## src/rtl/cursor_box_controller.sv

```systemverilog
// cursor_box_controller
// Converts debounced U/D/L/R/C button levels into a clamped box position
// and a 3-bit colour index. Movement is frame-gated with typematic
// auto-repeat; the centre button steps the colour index once per press.
module cursor_box_controller #(
    parameter int H_ACTIVE      = 640,
    parameter int V_ACTIVE      = 480,
    parameter int BOX_SIZE      = 32,
    parameter int STEP          = 8,
    parameter int HOLD_FRAMES   = 20,
    parameter int REPEAT_FRAMES = 4,
    parameter int X_INIT        = 304,
    parameter int Y_INIT        = 224
) (
    input  logic       clk,
    input  logic       reset,
    input  logic       frame_tick,
    input  logic       B_U,
    input  logic       B_D,
    input  logic       B_L,
    input  logic       B_R,
    input  logic       B_C,
    output logic [9:0] box_x,
    output logic [9:0] box_y,
    output logic [2:0] color_sel,
    output logic       at_edge
);

    localparam logic [1:0] S_IDLE   = 2'd0;
    localparam logic [1:0] S_ARM    = 2'd1;
    localparam logic [1:0] S_DELAY  = 2'd2;
    localparam logic [1:0] S_REPEAT = 2'd3;

    localparam logic [10:0] X_MAX   = 11'(H_ACTIVE - BOX_SIZE);
    localparam logic [10:0] Y_MAX   = 11'(V_ACTIVE - BOX_SIZE);
    localparam logic [10:0] STEP_W  = 11'(STEP);
    localparam logic [9:0]  X_RST   = 10'(X_INIT);
    localparam logic [9:0]  Y_RST   = 10'(Y_INIT);
    localparam logic [15:0] HOLD_C  = 16'(HOLD_FRAMES);
    localparam logic [15:0] REP_C   = 16'(REPEAT_FRAMES);

    logic [4:0]  r_sync1;
    logic [4:0]  r_sync2;
    logic [3:0]  r_dir;
    logic [1:0]  r_state;
    logic [15:0] r_cnt;
    logic [9:0]  r_box_x;
    logic [9:0]  r_box_y;
    logic        r_at_edge;
    logic [2:0]  r_color;
    logic        r_c_prev;

    logic [3:0]  w_dir;
    logic [3:0]  w_eff;
    logic        w_c;
    logic        w_c_rise;
    logic        w_dir_same;
    logic [15:0] w_cnt_next;
    logic        w_step;
    logic [10:0] w_x_ext;
    logic [10:0] w_y_ext;
    logic [10:0] w_next_x;
    logic [10:0] w_next_y;

    // Two-flop synchroniser for all five buttons, order {U,D,L,R,C}
    always_ff @(posedge clk or negedge reset) begin
        if (!reset) begin
            r_sync1 <= 5'd0;
            r_sync2 <= 5'd0;
        end else begin
            r_sync1 <= {B_U, B_D, B_L, B_R, B_C};
            r_sync2 <= r_sync1;
        end
    end

    assign w_dir      = r_sync2[4:1];
    assign w_c        = r_sync2[0];
    assign w_c_rise   = w_c & ~r_c_prev;
    assign w_cnt_next = r_cnt + 16'd1;
    assign w_x_ext    = {1'b0, r_box_x};
    assign w_y_ext    = {1'b0, r_box_y};
    assign w_dir_same = (w_eff == r_dir);

    // Opposite buttons on one axis cancel only that axis
    always_comb begin
        w_eff[3:2] = (w_dir[3] & w_dir[2]) ? 2'b00 : w_dir[3:2];
        w_eff[1:0] = (w_dir[1] & w_dir[0]) ? 2'b00 : w_dir[1:0];
    end

    // A step happens only on a frame tick with an unchanged, nonzero direction
    always_comb begin
        w_step = 1'b0;
        if (frame_tick && (w_eff != 4'd0) && w_dir_same) begin
            case (r_state)
                S_ARM:    w_step = 1'b1;
                S_DELAY:  w_step = (w_cnt_next == HOLD_C);
                S_REPEAT: w_step = (w_cnt_next == REP_C);
                default:  w_step = 1'b0;
            endcase
        end
    end

    // Typematic FSM: first step, hold delay, then periodic repeat steps
    always_ff @(posedge clk or negedge reset) begin
        if (!reset) begin
            r_state <= S_IDLE;
            r_cnt   <= 16'd0;
            r_dir   <= 4'd0;
        end else begin
            r_dir <= w_eff;
            if (w_eff == 4'd0) begin
                r_state <= S_IDLE;
                r_cnt   <= 16'd0;
            end else if (!w_dir_same) begin
                r_state <= S_ARM;
                r_cnt   <= 16'd0;
            end else begin
                case (r_state)
                    S_IDLE: begin
                        r_state <= S_ARM;
                        r_cnt   <= 16'd0;
                    end
                    S_ARM: begin
                        if (frame_tick) begin
                            r_state <= S_DELAY;
                            r_cnt   <= 16'd0;
                        end
                    end
                    S_DELAY: begin
                        if (frame_tick) begin
                            if (w_step) begin
                                r_state <= S_REPEAT;
                                r_cnt   <= 16'd0;
                            end else begin
                                r_cnt <= w_cnt_next;
                            end
                        end
                    end
                    default: begin
                        if (frame_tick) begin
                            r_cnt <= w_step ? 16'd0 : w_cnt_next;
                        end
                    end
                endcase
            end
        end
    end

    // Saturating 11-bit step arithmetic; diagonals move both axes at once
    always_comb begin
        w_next_x = w_x_ext;
        w_next_y = w_y_ext;
        if (w_eff[0]) begin
            w_next_x = ((w_x_ext + STEP_W) > X_MAX) ? X_MAX : (w_x_ext + STEP_W);
        end else if (w_eff[1]) begin
            w_next_x = (w_x_ext < STEP_W) ? 11'd0 : (w_x_ext - STEP_W);
        end
        if (w_eff[2]) begin
            w_next_y = ((w_y_ext + STEP_W) > Y_MAX) ? Y_MAX : (w_y_ext + STEP_W);
        end else if (w_eff[3]) begin
            w_next_y = (w_y_ext < STEP_W) ? 11'd0 : (w_y_ext - STEP_W);
        end
    end

    // Position and edge flag update together, only on a stepping frame tick
    always_ff @(posedge clk or negedge reset) begin
        if (!reset) begin
            r_box_x   <= X_RST;
            r_box_y   <= Y_RST;
            r_at_edge <= 1'b0;
        end else if (w_step) begin
            r_box_x   <= w_next_x[9:0];
            r_box_y   <= w_next_y[9:0];
            r_at_edge <= (w_next_x == 11'd0) || (w_next_x == X_MAX) ||
                         (w_next_y == 11'd0) || (w_next_y == Y_MAX);
        end
    end

    // Colour index advances once per rising edge of the synced centre button
    always_ff @(posedge clk or negedge reset) begin
        if (!reset) begin
            r_c_prev <= 1'b0;
            r_color  <= 3'd0;
        end else begin
            r_c_prev <= w_c;
            if (w_c_rise) begin
                r_color <= r_color + 3'd1;
            end
        end
    end

    assign box_x     = r_box_x;
    assign box_y     = r_box_y;
    assign color_sel = r_color;
    assign at_edge   = r_at_edge;

endmodule

```

## config.mk

```make
export PLATFORM = sky130hd
export DESIGN_NAME = cursor_box_controller
export DESIGN_NICKNAME = d
export VERILOG_FILES = /design/src/rtl/cursor_box_controller.sv
export SDC_FILE = /design/constraint.sdc
export NUM_CORES = 1
export LEC_CHECK = 0
export CAP_MARGIN = 10
export CORE_UTILIZATION = 30
export CTS_CLUSTER_SIZE = 24
export DETAILED_ROUTE_END_ITERATION = 10
export GPL_TIMING_DRIVEN = 0
export PLACE_DENSITY_LB_ADDON = 0.08
export SLEW_MARGIN = 30
export SYNTH_ARGS = -nofsm -noshare
export SYNTH_HDL_FRONTEND = slang
export SYNTH_SLANG_ARGS = --single-unit
```

## constraint.sdc

```tcl
create_clock -name clk -period 2.5 [get_ports clk]
set_input_delay 0.25 -clock clk [delete_from_list [all_inputs] [get_ports clk]]
set_output_delay 0.25 -clock clk [all_outputs]
set_load 0.1 [all_outputs]
```

==> impl_metrics.yaml <==
status:
  outcome: "finished, violations left"
  violations: "negative setup slack"
synth:
  synth_cells: 455
  async_flop_share_pct: 100
  avgSynthCellArea_um2: 8.66
  synth.largest_area_cell: "dfrtp_1"
  post-synth-top-area-fraction_pct: 32.4
  syn_area_um2: 3940
  synth_edf_count: 0
  synth_fp_nets: 478
  synth.ff_latch_count: 57
  seq_area_frac_synth_pct: 36.4
  yosysWarningCount: 0
  synthFlopType: "dfrtp_1"
  synthTopCellsByArea: "dfrtp_1 32%, ha_1 4.8%, dfstp_2 4.0%"
  synth_cell_types: 71
finish:
  multiInputGateArea_um2: 2570
  nFillCells: 1291
  drive_gt1_share_pct: 28.9
  stdcell_area_um2: 5540
  diodes: 0
  seq_area_um2: 1480
  nNetsFinal: 548
  area_growth_syn_to_layout_pct: 40.5
  layout.cells.non_filler: 702
global_routing:
  grt_max_degree: 30
  grt_pass1_wl_mm: 18.1
  antenna_found_initial: 0
  track_usage_pct: 17.3
  grt_pass1_vias: 3590
  grt-ovfl-total: 0
worst_hold_path:
  hold_path.class: "reg2reg"
  holdPathStages: 0
  holdCritStartpoint: "r_sync1[4]$_DFF_PN0_"
  min_to: "r_sync2[4]$_DFF_PN0_"
route:
  drt_iter0_drc: 142
  dr.pass1.iters: 4
  route.detailed.wl_per_inst_um: 15.5
  routed_wl_mm: 10.9
  vias_per_cell: 5.28
  postRouteAntennaNets: 0
  num_vias: 3704
  drc_errors: 0
die:
  core-area_um2: 12700
  rows: 41
  die_y_um: 117
  die_area_um2: 13600
  die_x_um: 117
  io-pin-count: 32
  initial_core_util_pct: 31.0
place:
  dp_hpwl_mm: 7.32
  placed_area_um2: 4580
  gp_congestion: 0.889
  dp.cells: 659
  port-buffer-count: 31
clocking:
  cts_buffer_depth: 2
  htreeDepth: 3
  cts_sinks: 57
  cts_tree: "yes"
  cts_made_buffers: 9
  insertion_delay_ps: 340
  clk_pin_slew_ps: 50
  root_buffer: "clkbuf_16"
pwr:
  power.density_nw_per_um2: 984
  p_leak_uw: 0.00221
  vdd.ir_drop.worst_uv: 382
worst_setup_path:
  worstPathRequired_ps: 2760
  max_stage_delay_ps: 510
  arrival_ps: 2800
  crit_path_end_kind: "flop"
  worstReg2RegStart: "r_sync2[3]$_DFF_PN0_"
  path_cells: "buf_4 -> ha_4 -> xnor2_2 -> nand4_1 -> or3b_4 -> or4_4 -> nor2_8 -> buf_12 -> buf_16 -> nand2_2 -> o21ai_1"
  startpoint: "r_sync2[3]$_DFF_PN0_"
  r2r_slack_ps: -40
  rr_endpoint: "r_cnt[7]$_DFFE_PN0P_"
  cp_max_fo: 5
  r2r_cells: 11
  worstSetupStartpointType: "flop"
  cpMaxStageDelayCell: "or4_4"
  critPathTopFamily: "simple AND/OR/NAND/NOR gates"
  timing.critical_path.buf_inv: 3
  setup.worst_path.class: "reg2reg"
timing:
  setup_ws_ps: -40.1
  slew_headroom_pct: 35.1
  timing.fmax_mhz: 394
  timing.final.crit_share_pct: 102
  rsz0062_at_grt: "true"
  fin_skew_ps: 8.42
  hold_violations: 0
  tightest_slew_ps: 970
  setup_viol: 9
  finalSetupTns_ps: -182
  drv_slew: 0
  period_needed_ps: 2540
job:
  maxCapViolations: 0
layout make-up:
| class | instances | area share (%) |
|---|---|---|
| timing repair buffer | 67 | 11.9 |
| sequential | 57 | 26.6 |
| inverter | 25 | 1.74 |
| tap | 172 | 3.89 |
| clock buffer | 11 | 4.38 |
| clock inverter | 5 | 1.85 |
| multi-input combinational | 341 | 46.4 |
| buffer | 24 | 3.16 |
where the power goes:
part           leakage (µW)  switching, µW  internal, µW
registers          0.000715            189          1150
logic               0.00133           1790           868
clock network      0.000166            460           999
total               0.00221           2440          3010
logic make-up (layout without fill, tap and decap cells):
kind of cell    Yosys count  in the layout  synth area share, %
buf+inv                  57            132                 7.24
flops                    57             57                 36.4
mux                      10             10                 2.60
xor+xnor                  9              9                 2.19
simple gates            179            179                 25.4
fa+ha+maj                15             15                 4.76
compound gates          128            128                 21.4
synthesized netlist by cell type (all sizes together), types with 12 or more instances:
cell     n
o21ai   33
dfrtp   51
a31oi   16
nand4   12
nand3   25
inv     25
ha      15
clkbuf  12
nor3    13
nor2    34
buf     20
nand2   39
a21oi   25
how the worst max path moves through the flow:
stage	endpoint	cells past startpoint
2_1_floorplan	at_edge$_DFFE_PN0P_	9
3_3_place_gp	box_y[4]$_DFFE_PN0P_	1
3_5_place_dp	box_y[3]$_DFFE_PN0P_	10
4_1_cts	r_cnt[9]$_DFFE_PN0P_	9
5_1_grt	at_edge$_DFFE_PN0P_	10
6_report	r_cnt[7]$_DFFE_PN0P_	11
layout by cell type, fill, tap and decap left out, types with 4 or more instances in the layout:
| cell | synthesis | layout |
|---|---|---|
| ha_1 | 15 | 8 |
| nor3_1 | 12 | 9 |
| nand2_1 | 39 | 35 |
| o21ai_1 | 9 | 10 |
| o21ai_0 | 24 | 21 |
| dfrtp_2 | 0 | 6 |
| a21oi_1 | 25 | 20 |
| nand3_1 | 24 | 22 |
| nor2b_1 | 5 | 5 |
| a21o_1 | 6 | 6 |
| nand2_2 | 0 | 4 |
| clkdlybuf4s50_1 | 0 | 30 |
| and3_1 | 7 | 7 |
| inv_1 | 25 | 23 |
| clkbuf_1 | 12 | 6 |
| nor3b_1 | 5 | 4 |
| nor2_1 | 32 | 31 |
| buf_6 | 5 | 10 |
| o211ai_1 | 7 | 7 |
| nor4_1 | 8 | 6 |
| nand4_1 | 10 | 10 |
| ha_4 | 0 | 7 |
| mux2i_1 | 8 | 8 |
| a21oi_2 | 0 | 5 |
| clkbuf_16 | 0 | 9 |
| dfstp_4 | 0 | 6 |
| buf_2 | 9 | 4 |
| a31oi_1 | 16 | 15 |
| o21a_1 | 6 | 6 |
| buf_4 | 6 | 31 |
| dfrtp_1 | 51 | 42 |
| or3_1 | 5 | 4 |
repair_timing:
item                                    4_1_cts  5_1_grt
hold buffers                                  1        0
gates resized for setup                      59       27
gates cloned                                  2        0
hold endpoints to repair                     24        0
pin swaps                                    25       24
endpoints found under the setup margin       39       37
buffers inserted                             21       12
registers in the layout (all words and copies together) (netlist names):
| signal | flops |
|---|---|
| r_cnt | 16 |
| box_x | 10 |
| box_y | 10 |
| r_sync1 | 5 |
| r_sync2 | 5 |
| r_dir | 4 |
| color_sel | 3 |
| r_state | 2 |
| at_edge | 1 |
| r_c_prev | 1 |
metrics by stage:
step	setup WS, ps	total power [µW]	hold slack, ps	utilization, %
6_report	-40.1	5450	346	43.5
5_1_grt	-187	5740	342	43.5
4_1_cts	-214	5420	337	42.2
3_5_place_dp	-455	3760	209	36.0
3_3_place_gp	-1220	3760	334	35.9
2_1_floorplan	2.33	3200	-45.6	-
metal layers:
| layer | up-vias | global-route usage (%) | share of wire (%) |
|---|---|---|---|
| met5 | - | 0 | 0 |
| met4 | 0 | 4.81 | 1.1 |
| met3 | 8 | 4.57 | 3.6 |
| met2 | 70 | 29.4 | 49 |
| met1 | 1818 | 21.6 | 46 |
| li1 | 1808 | - | - |
No activity file was read; power rests on OpenSTA's default activity.
